**src/rtl/edlo_pkg.sv**
```systemverilog
// Shared definitions for the op sequencer: NOP encoding, FSM states and
// default program-word field widths.
package edlo_pkg;

  localparam logic [3:0] OP_NOP        = 4'h0;
  localparam int         DEF_INST_BITS = 4;
  localparam int         DEF_ADDR_BITS = 4;

  typedef enum logic [1:0] {
    ST_IDLE,
    ST_ISSUE,
    ST_SETTLE,
    ST_FINISH
  } state_t;

endpackage

```
**src/rtl/edlo_prog_buffer.sv**
```systemverilog
// Program buffer: DEPTH words written in order at index count, read
// combinationally by the replay pointer.
module edlo_prog_buffer #(
  parameter int DEPTH = 8,
  parameter int WIDTH = 8
) (
  input  logic                       clk,
  input  logic                       rst_n,
  input  logic                       we,
  input  logic [WIDTH-1:0]           wdata,
  input  logic                       clear,
  input  logic [$clog2(DEPTH)-1:0]   raddr,
  output logic [WIDTH-1:0]           rdata,
  output logic [$clog2(DEPTH):0]     count
);

  localparam int PW = $clog2(DEPTH);
  localparam int CW = PW + 1;

  logic [WIDTH-1:0] mem [DEPTH];

  // Contents are not reset; only the fill level is.
  always_ff @(posedge clk) begin
    if (we) mem[count[PW-1:0]] <= wdata;
  end

  always_ff @(posedge clk or negedge rst_n) begin
    if (!rst_n)     count <= '0;
    else if (clear) count <= '0;
    else if (we)    count <= count + CW'(1);
  end

  assign rdata = mem[raddr];

endmodule

```
**src/rtl/edlo_op_sequencer.sv**
```systemverilog
// Replays a host-loaded program of {inst, addr} words to the ALU/memory
// controller, with settle cycles per op and a whole-program repeat count.
module edlo_op_sequencer
  import edlo_pkg::*;
#(
  parameter int DEPTH       = 8,
  parameter int ADDR_BITS   = DEF_ADDR_BITS,
  parameter int INST_BITS   = DEF_INST_BITS,
  parameter int SETTLE      = 1,
  parameter int REPEAT_BITS = 4
) (
  input  logic                         clk,
  input  logic                         rst_n,
  input  logic                         load_valid,
  input  logic [INST_BITS+ADDR_BITS-1:0] load_data,
  output logic                         load_ready,
  input  logic                         clear,
  input  logic                         start,
  input  logic [REPEAT_BITS-1:0]       repeat_cnt,
  input  logic                         abort,
  output logic [INST_BITS-1:0]         inst_out,
  output logic [ADDR_BITS-1:0]         addr_out,
  output logic                         issue,
  output logic                         busy,
  output logic                         done,
  output logic [$clog2(DEPTH):0]       count
);

  localparam int PW = $clog2(DEPTH);
  localparam int CW = PW + 1;
  localparam int WW = INST_BITS + ADDR_BITS;
  localparam int SW = (SETTLE > 1) ? $clog2(SETTLE) : 1;

  state_t                 state, state_nxt;
  logic [PW-1:0]          pc, pc_nxt;
  logic [REPEAT_BITS-1:0] passes, passes_nxt;
  logic [SW-1:0]          scnt, scnt_nxt;
  logic [WW-1:0]          rd_word;
  logic                   buf_we, buf_clr, slot_end, last;
  logic [CW-1:0]          cnt_nxt;
  logic [INST_BITS-1:0]   inst_nxt;
  logic [ADDR_BITS-1:0]   addr_nxt;
  logic                   issue_nxt, busy_nxt, done_nxt, ready_nxt;

  edlo_prog_buffer #(
    .DEPTH (DEPTH),
    .WIDTH (WW)
  ) u_buf (
    .clk   (clk),
    .rst_n (rst_n),
    .we    (buf_we),
    .wdata (load_data),
    .clear (buf_clr),
    .raddr (pc),
    .rdata (rd_word),
    .count (count)
  );

  always_ff @(posedge clk or negedge rst_n) begin
    if (!rst_n) begin
      state      <= ST_IDLE;
      pc         <= '0;
      passes     <= '0;
      scnt       <= '0;
      inst_out   <= INST_BITS'(OP_NOP);
      addr_out   <= '0;
      issue      <= 1'b0;
      busy       <= 1'b0;
      done       <= 1'b0;
      load_ready <= 1'b1;
    end else begin
      state      <= state_nxt;
      pc         <= pc_nxt;
      passes     <= passes_nxt;
      scnt       <= scnt_nxt;
      inst_out   <= inst_nxt;
      addr_out   <= addr_nxt;
      issue      <= issue_nxt;
      busy       <= busy_nxt;
      done       <= done_nxt;
      load_ready <= ready_nxt;
    end
  end

  always_comb begin
    state_nxt  = state;
    pc_nxt     = pc;
    passes_nxt = passes;
    scnt_nxt   = scnt;
    buf_we     = 1'b0;
    buf_clr    = 1'b0;
    slot_end   = 1'b0;
    cnt_nxt    = count;
    done_nxt   = 1'b0;
    last       = ({1'b0, pc} == count - CW'(1));

    case (state)
      ST_IDLE: begin
        // start outranks clear and load in the same cycle
        if (start) begin
          if (count != '0) begin
            state_nxt  = ST_ISSUE;
            pc_nxt     = '0;
            passes_nxt = repeat_cnt;
          end else begin
            done_nxt = 1'b1;
          end
        end else if (clear) begin
          buf_clr = 1'b1;
          cnt_nxt = '0;
        end else if (load_valid && load_ready) begin
          buf_we  = 1'b1;
          cnt_nxt = count + CW'(1);
        end
      end
      ST_ISSUE: begin
        if (SETTLE == 0) begin
          slot_end = 1'b1;
        end else begin
          state_nxt = ST_SETTLE;
          scnt_nxt  = '0;
        end
      end
      ST_SETTLE: begin
        if (scnt == SW'(SETTLE - 1)) slot_end = 1'b1;
        else                         scnt_nxt = scnt + SW'(1);
      end
      ST_FINISH: begin
        state_nxt = ST_IDLE;
        done_nxt  = 1'b1;
      end
      default: state_nxt = ST_IDLE;
    endcase

    if (slot_end) begin
      if (!last) begin
        pc_nxt    = pc + PW'(1);
        state_nxt = ST_ISSUE;
      end else if (passes != '0) begin
        passes_nxt = passes - REPEAT_BITS'(1);
        pc_nxt     = '0;
        state_nxt  = ST_ISSUE;
      end else begin
        state_nxt = ST_FINISH;
      end
    end

    // abort overrides every transition above, including the finish pulse
    if (state != ST_IDLE && abort) begin
      state_nxt = ST_IDLE;
      done_nxt  = 1'b0;
    end

    issue_nxt = (state == ST_ISSUE) && !abort;
    inst_nxt  = issue_nxt ? rd_word[WW-1:ADDR_BITS] : INST_BITS'(OP_NOP);
    addr_nxt  = issue_nxt ? rd_word[ADDR_BITS-1:0] : '0;
    busy_nxt  = (state_nxt != ST_IDLE);
    ready_nxt = (state_nxt == ST_IDLE) && (cnt_nxt < CW'(DEPTH));
  end

endmodule

```
**config.mk**
```make
export PLATFORM = sky130hd
export DESIGN_NAME = edlo_op_sequencer
export DESIGN_NICKNAME = d
export VERILOG_FILES = /design/src/rtl/edlo_pkg.sv /design/src/rtl/edlo_prog_buffer.sv /design/src/rtl/edlo_op_sequencer.sv
export SDC_FILE = /design/constraint.sdc
export NUM_CORES = 1
export LEC_CHECK = 0
export ABC_AREA = 1
export BUFFER_PORTS_ARGS = -buffer_cell sky130_fd_sc_hd__buf_2
export CAP_MARGIN = 10
export CORE_MARGIN = 2
export CORE_UTILIZATION = 50
export DETAILED_ROUTE_END_ITERATION = 10
export MAX_ROUTING_LAYER = met4
export PLACE_DENSITY = 0.71
export SYNTH_ARGS = -nofsm -noshare
export SYNTH_HDL_FRONTEND = slang
export SYNTH_SLANG_ARGS = --single-unit
```
**constraint.sdc**
```tcl
create_clock -name clk -period 6.3 [get_ports clk]
set_input_delay 0 -clock clk [delete_from_list [all_inputs] [get_ports clk]]
set_output_delay 0 -clock clk [all_outputs]
set_load 0.02 [all_outputs]
```
After elaboration in Yosys (flattened, before gate mapping):

Memories as Yosys holds them, arrays and structs flattened.
Index checks and enable logic that the tools add are counted.

* register bits: 26
* memory bits (writable): 64
* bits of input ports: 18
* logic and storage cells: 79
* memories: 1

Memories
* u_buf.mem: depth 8, width 8, rd ports 1, clocked after Yosys merged registers in 0, write ports 1, RTL line edlo_prog_buffer.sv:20 `logic [WIDTH-1:0] mem [DEPTH];`

* $add $sub $neg: 5
* $lt $le $gt $ge: 1
* equal/unequal tests: 4
* multiplexer cells: 44
* reductions and logical operators: 13

Operators by type and width (number)
* 2-to-1 mux 4 bit: 14
* 2-to-1 mux 3 bit: 6
* 2-to-1 mux 1 bit: 15
* 2-to-1 mux 2 bit: 6
* nonzero test 2 bit: 4
* nonzero test 4 bit: 2
* subtractor 4 x 1 -> 4 bit (second input constant): 2
* one-hot mux 2 bit (3 select lines): 1
* adder 4 x 1 -> 4 bit (second input constant): 1
* equality test 2 bit (second input constant): 2
* equality test 3 x 4 -> 1 bit: 1
* logical AND 1 bit: 4
* logical NOT 2 bit: 2
* less-than comparator 4 bit (second input constant): 1
* one-hot mux 1 bit (2 select lines): 2
* adder 3 x 1 -> 3 bit (second input constant): 1
* equality test 2 x 1 -> 1 bit (second input constant): 1
* adder 1 bit (second input constant): 1
* logical NOT 1 bit: 1

Longest topological paths before layout:

Gate-level depths: netlist of run 1.

* depth after elaboration: 8
* gate-level depth with buffers: 11
* gate-level depth less buffers: 10

Hierarchy:

From an unflattened synthesis of run 1, not the netlist that was laid out.

* cells, all modules: 469
* area total of the unflattened synthesis: 4302.9 µm²

By module, submodules not included
* edlo_prog_buffer: times used 1, cells an instance 312, area each 3090.5 µm², seq. area each 2021.9 µm²
* edlo_op_sequencer: times used 1, cells an instance 157, area each 1212.4 µm², seq. area each 526.8 µm²

Least setup slack after synthesis of run 1:

Ideal clock, no wire load.

* path type: flip-flop to flip-flop
* start: register state[0]
* end: memory u_buf.mem[1][0] (enable)
* library setup time: 0.383 ns
* arrival time: 1.830 ns
* path slack: 4.087 ns
* cell stages (with the launch flop): 9
* path buffers: 0
* period minus slack after synthesis: 2.213 ns
* cells stage by stage: dfrtp_1 -> inv_1 -> ha_1 -> inv_2 -> nor3_2 -> nand2_1 -> inv_2 -> nand2_1 -> nor3_1

* word-level cells in the longest chain between the ends: 4

RTL lines
* start, declared: RTL line edlo_op_sequencer.sv:34 `state_t state, state_nxt;`
* start signal, assigned: RTL line edlo_op_sequencer.sv:72 `state <= state_nxt;`
* logical NOT 2 bit: RTL line edlo_op_sequencer.sv:97 `case (state)`
* 2-to-1 mux 1 bit: RTL line edlo_op_sequencer.sv:97
* 2-to-1 mux 1 bit: RTL line edlo_prog_buffer.sv:24 `if (we) mem[count[PW-1:0]] <= wdata;`
* 2-to-1 mux 1 bit (implied by the code): RTL line edlo_prog_buffer.sv:24
* end, declared: RTL line edlo_prog_buffer.sv:20

No other way between the ends.

Final worst setup path of run 1:

* start: register state[0]
* end: memory u_buf.mem[3][3] (enable)

The elaborated chain is that of the path after synthesis.

==> results.json, run 1 <==
{
  "status": "completed",
  "die_x_um": 92.2,
  "start_kind": "flip-flop",
  "crit_required_ps": 6270,
  "hold_violations": 0,
  "start_util_pct": 50.8,
  "finalNonFillerCells": 498,
  "netlist_area_sq_um": 3890,
  "core_area_sq_um": 7650,
  "drt_pass1_iterations": 4,
  "antenna_found_initial": 0,
  "path_delay_family": "simple AND/OR/NAND/NOR gates",
  "ctsResizeCount": 0,
  "fin_util_pct": 58.5,
  "path_cells": "inv_1 -> ha_1 -> inv_2 -> nor3_2 -> nand2_1 -> inv_2 -> nand2_1 -> nor3_1",
  "worst_path_max_delay_cell": "nor3_1",
  "switching_share_pct": 36.3,
  "min_period_over_period_pct": 42.7,
  "drv_cap": 0,
  "hpwl_um": 4800,
  "cp-end-kind": "flip-flop",
  "path_max_fanout": 8,
  "clock.fmax_mhz": 372,
  "routabilityCongestion": 0.804,
  "syn_nets": 374,
  "grt-ovfl-total": 0,
  "drv_slew": 0,
  "grt_pass1_vias": 2401,
  "yosysWarnings": 0,
  "drt_first_iter_violations": 205,
  "worst_slew_pin_slew_ps": 1190,
  "powerDensity_nw_per_um2": 388,
  "placed_cells": 469,
  "crit_arrival_ps": 2660,
  "clock-sinks": 89,
  "cts_root_buf": "clkbuf_8",
  "power_frac_comb_pct": 31.4,
  "crit_type": "reg -> reg",
  "reg2reg_slack_ps": 3610,
  "vias": 2569,
  "synthCells": 346,
  "peakVddDrop_mv": 0.167,
  "internal_power_mw": 1.10,
  "power_mw": 1.73,
  "ys_seq_area_share_pct": 65.6,
  "cp.buffers_inverters": 3,
  "die_area_sq_um": 8490,
  "row_count": 32,
  "power.leakage_nw": 1.81,
  "cts.htree.levels": 3,
  "r2r_cells": 8,
  "clockBufferDepth": 2,
  "numPortBuffers": 33,
  "hold_ws_ps": 32.8,
  "ys_ff_latch": 89,
  "worstSkewPairLatency_ps": 360,
  "cts_tree": "built",
  "finalSetupViolCount": 0,
  "clkSlewWorstSetupHoldPaths_ps": 90,
  "drt-total-wl_um": 7600,
  "cts_buffers": 9,
  "power.switching_mw": 0.631,
  "hp-start": "repeat_cnt[1]",
  "routed_via_density": 5.16,
  "period_minus_slack_ps": 2690,
  "wl_per_cell_um": 15.3,
  "setup_tns_ps": 0,
  "max_slew_margin_pct": 20.4,
  "nFillCells": 614,
  "finalNetCount": 419,
  "holdPathEnd": "passes[1]",
  "timing.rr.start": "state[0]",
  "ant_nets": 0,
  "cp.depth": 8,
  "grt_first_pass_wirelength_um": 12000,
  "hold_depth": 4,
  "num_antenna_cells": 0,
  "post_synth_num_cell_types": 32,
  "drive_above_1_share_pct": 18.9,
  "rsz0062_at_grt": "false",
  "synth_area_per_cell_sq_um": 11.2,
  "reg2reg_to": "u_buf.mem[3][3]",
  "fin_worst_skew_ps": 12.0,
  "num_io_pins": 34,
  "hp-class": "in -> reg",
  "area_growth_pct": 15.0,
  "p_seq_share_pct": 42.6,
  "clkPwrFrac_pct": 25.9,
  "critPathMaxStageDelay_ps": 920,
  "drc": 0,
  "post_cts_buffers": 0,
  "grt_max_degree": 37,
  "grt.total_usage_pct": 19.3,
  "chipHeight_um": 92.2
}
placed cells by master (no fill, tap or decap):
master         netlist  layout
nor2_1              67      67
edfxtp_1            64      64
o21ai_0             50      50
nand2_1             38      38
buf_2                6      33
dfrtp_1             24      24
inv_1               17      17
dlygate4sd3_1        0      13
ha_1                10      10
o21ai_1              9       9
clkbuf_8             0       9
a31oi_1              8       8
nand2_2              5       5
inv_2                5       5
xor2_1               4       4
nor3_1               4       4
inv_4                3       3
nor2_4               3       3
nand3_1              3       3
nand4_1              3       3
a21oi_1              3       3
nand3_2              2       2
o21a_1               2       2
nor3_2               2       2
inv_6                0       2
inv_8                0       2
bufinv_16            0       2
nand3b_1             1       1
xnor2_2              1       1
nand3_4              1       1
nand2_4              1       1
mux2i_1              1       1
nor2_2               1       1
clkinv_4             0       1
dfstp_2              1       1
buf_4                4       1
how the worst max path moves through the flow:
stage | start | to | slack (ps)
final | state[0] | u_buf.mem[3][3] | 3610
after global routing | state[0] | u_buf.mem[1][6] | 3440
after CTS | state[0] | u_buf.mem[3][3] | 3590
after detailed placement | state[0] | u_buf.mem[3][6] | 3620
after global placement | state[0] | u_buf.mem[3][1] | 3740
after floorplan | state[0] | u_buf.mem[1][0] | 4090
metrics by stage:
step	setup slack, ps	area [sq um]
floorplan	4090	3890
global placement	3740	4110
detailed placement	3620	4110
CTS	3590	4470
global route	3440	4470
finish	3610	4470
power by group through the flow:
stage | clock network (mW) | logic [mW] | registers, mW
after floorplan | 0 | 0.388 | 0.772
after global placement | 0 | 0.518 | 0.749
after detailed placement | 0 | 0.535 | 0.753
after CTS | 0.458 | 0.547 | 0.739
after global routing | 0.484 | 0.609 | 0.748
final | 0.450 | 0.545 | 0.740
metal layers:
layer / track usage [%] / vias to the layer above / part of all wire [%]
met5: - / - / 0
met4: 7.59 / 0 / 0.88
met3: 4.19 / 4 / 6.1
met2: 28.5 / 77 / 48
met1: 26.3 / 1218 / 45
li1: - / 1270 / -
cells in the mapped netlist:
library cell	instances	area [sq um]
o21ai_0	50	250
inv_4	3	18.8
nand4_1	3	18.8
nor2_2	1	6.26
xnor2_2	1	16.3
dfstp_2	1	26.3
nand3_1	3	15.0
clkbuf_1	2	7.51
nor3_1	4	20.0
nand2_2	5	31.3
inv_2	5	18.8
nand2_1	38	143
buf_2	6	30.0
nand3b_1	1	7.51
nand3_4	1	17.5
xor2_1	4	35.0
edfxtp_1	64	1920
buf_4	4	30.0
inv_1	17	63.8
nor3_2	2	20.0
a31oi_1	8	50.1
nor2_1	67	251
a21oi_1	3	15.0
o21a_1	2	15.0
ha_1	10	125
o21ai_1	9	45.0
buf_6	1	11.3
nand2_4	1	11.3
nand3_2	2	20.0
nor2_4	3	33.8
dfrtp_1	24	601
mux2i_1	1	10.0
registers in the layout, summed over array words and instances (netlist names):
register	count
u_buf.mem	64
u_buf.count	4
done	1
issue	1
inst_out	4
passes	4
busy	1
pc	3
addr_out	4
state	2
load_ready	1
final cells by class:
| cell class | instances | area, sq um | share of cell area [%] |
|---|---|---|---|
| inverter | 25 | 101 | 2.27 |
| clock buffer | 9 | 124 | 2.77 |
| sequential | 89 | 2550 | 57.0 |
| timing repair buffer | 47 | 303 | 6.77 |
| clock inverter | 7 | 109 | 2.43 |
| multi-input combinational | 219 | 1160 | 25.9 |
| tap | 102 | 128 | 2.85 |
worst reg2reg max path: stages (launching register included):
cell and delay [ps]:
dfrtp_1 410, inv_1 110, ha_1 230, inv_2 80, nor3_2 210, nand2_1 140
inv_2 110, nand2_1 100, nor3_1 920
logic make-up after synthesis:
logic type	Yosys count	synth area share [%]
simple gates	131	15.3
flops	89	65.6
compound gates	72	9.66
buf+inv	38	4.64
fa+ha+maj	10	3.22
xor+xnor	5	1.32
mux	1	0.258
what timing repair did:
item,4_1_cts,5_1_grt
endpoints found under the setup margin,0,0
hold endpoints to repair,92,0
hold buffers,13,0
Note: power is estimated with default switching activity, not from simulation.
==> run 2: changes to the inputs <==
--- a/config.mk
+++ b/config.mk
@@ -12,7 +12,7 @@
 export CORE_UTILIZATION = 50
 export DETAILED_ROUTE_END_ITERATION = 10
 export MAX_ROUTING_LAYER = met4
-export PLACE_DENSITY = 0.71
+export PLACE_DENSITY = 0.73
 export SYNTH_ARGS = -nofsm -noshare
 export SYNTH_HDL_FRONTEND = slang
 export SYNTH_SLANG_ARGS = --single-unit
==> constraint.sdc (replaced) <==
create_clock -name clk -period 2.31 [get_ports clk]
set_input_delay 0 -clock clk [delete_from_list [all_inputs] [get_ports clk]]
set_output_delay 0 -clock clk [all_outputs]
set_load 0.02 [all_outputs]
==> run 2 against run 1 <==
Against the previous run:
- die area unchanged
- maximum frequency increased by 27%
- highest routed layer unchanged
- flip-flop and latch count unchanged
- core utilization increased by 0.65 points
- power increased to 2.6 times the previous value
==> results.json, run 2 (synthesis results as in run 1) <==
{
  "timing.rr.start": "state[0]",
  "holdPathEnd": "passes[1]",
  "chipHeight_um": 92.2,
  "crit_type": "reg -> reg",
  "power.leakage_nw": 1.85,
  "worst_path_max_delay_cell": "dfrtp_1",
  "min_period_over_period_pct": 91.3,
  "antenna_found_initial": 0,
  "cts.htree.levels": 3,
  "wl_per_cell_um": 14.3,
  "start_util_pct": 50.8,
  "finalNetCount": 430,
  "area_growth_pct": 16.3,
  "r2r_cells": 9,
  "routabilityCongestion": 0.811,
  "setup_tns_ps": 0,
  "peakVddDrop_mv": 0.473,
  "worstSkewPairLatency_ps": 360,
  "hpwl_um": 4970,
  "clkSlewWorstSetupHoldPaths_ps": 90,
  "drt-total-wl_um": 7260,
  "most-common-layout-cells": "67 x nor2_1, 64 x edfxtp_1, 50 x o21ai_0, 38 x nand2_1, 33 x buf_2",
  "drt_first_iter_violations": 139,
  "grt_pass1_vias": 2373,
  "num_io_pins": 34,
  "cts_tree": "built",
  "num_antenna_cells": 0,
  "status": "completed",
  "period_minus_slack_ps": 2110,
  "drt_pass1_iterations": 4,
  "die_area_sq_um": 8490,
  "clock-sinks": 89,
  "core_area_sq_um": 7650,
  "rsz0062_at_grt": "false",
  "reg2reg_to": "u_buf.mem[1][4]",
  "drv_cap": 0,
  "hold_violations": 0,
  "vias": 2615,
  "hp-class": "in -> reg",
  "reg2reg_slack_ps": 200,
  "hold_depth": 4,
  "grt_max_degree": 35,
  "path_cells": "inv_1 -> ha_1 -> inv_2 -> nor3_2 -> nand2_1 -> inv_2 -> nand2_1 -> nor3_1 -> buf_4",
  "cts_buffers": 9,
  "drive_above_1_share_pct": 20.9,
  "die_x_um": 92.2,
  "grt-ovfl-total": 0,
  "fin_util_pct": 59.1,
  "post_cts_buffers": 0,
  "hp-start": "repeat_cnt[1]",
  "critPathMaxStageDelay_ps": 410,
  "drv_slew": 0,
  "holdBufCountCts": 13,
  "max_slew_margin_pct": 61.7,
  "powerDensity_nw_per_um2": 1020,
  "layout_commonest_cell": "nor2_1",
  "finalSetupViolCount": 0,
  "clock.fmax_mhz": 474,
  "cp-end-kind": "flip-flop",
  "grt_first_pass_wirelength_um": 11800,
  "ctsResizeCount": 0,
  "dpl_cell_area_sq_um": 4190,
  "drc": 0,
  "path_max_fanout": 8,
  "grt.total_usage_pct": 18.9,
  "largest_reg_flops": 64,
  "crit_arrival_ps": 2180,
  "fin_area_sq_um": 4520,
  "worst_slew_pin_slew_ps": 572,
  "crit_required_ps": 2380,
  "row_count": 32,
  "numPortBuffers": 33,
  "clockBufferDepth": 2,
  "start_kind": "flip-flop",
  "cts_root_buf": "clkbuf_8",
  "ant_nets": 0,
  "routed_via_density": 5.14,
  "fin_worst_skew_ps": 8.34
}
## run 2: changes by cell type in the layout (fill, tap and decap cells not counted)
cell        change
inv_8           -2
buf_4          +11
bufinv_16       -1
clkinvlp_4      +1
clkbuf_1        +1
inv_6           +1
## run 2: worst max-delay path by stage
stage	start	end	cells after the start
floorplan	state[0]	u_buf.mem[1][0]	8
global placement	state[0]	u_buf.mem[1][2]	9
detailed placement	state[0]	u_buf.mem[1][2]	9
CTS	state[0]	u_buf.mem[1][4]	9
global route	state[0]	u_buf.mem[1][4]	9
finish	state[0]	u_buf.mem[1][4]	9
## run 2: critical path, delay by kind of cell, from the launching register on
family,cells,cell delay (ps)
fa+ha+maj,1,250
flops,1,410
simple gates,4,640
buf+inv,4,520
## run 2: final cells by class
cell class | count | area [sq um]
Multi-Input combinational cell | 219 | 1160
Timing Repair Buffer | 58 | 385
Sequential cell | 89 | 2550
Clock buffer | 10 | 128
Inverter | 25 | 101
Clock inverter | 6 | 72.6
Fill cell | 626 | 3130
Tap cell | 102 | 128
## run 2: power breakdown
| part | switching, mW | internal [mW] | total, mW |
|---|---|---|---|
| clock network | 0.572 | 0.514 | 1.09 |
| logic | 0.981 | 0.521 | 1.50 |
| registers | 0.124 | 1.88 | 2.00 |
## run 2: per-stage QoR
stage                     setup slack [ps]  total power [mW]  instances  hold slack (ps)
final                                  200              4.59        509             23.7
after global routing                  70.2              4.89        509             67.7
after CTS                              216              4.61        509             18.9
after detailed placement               252              3.52        480             28.1
after global placement                 367              3.47        480             19.4
after floorplan                       96.6              3.16        346             -296
## run 2: routing by layer
| layer | global-route usage [%] | routed length, um | vias up |
|---|---|---|---|
| met1 | 26.2 | 3430 | 1243 |
| met2 | 27.2 | 3280 | 67 |
| met5 | - | 0 | - |
| li1 | - | - | 1296 |
| met3 | 4.52 | 418 | 9 |
| met4 | 7.21 | 119 | 0 |
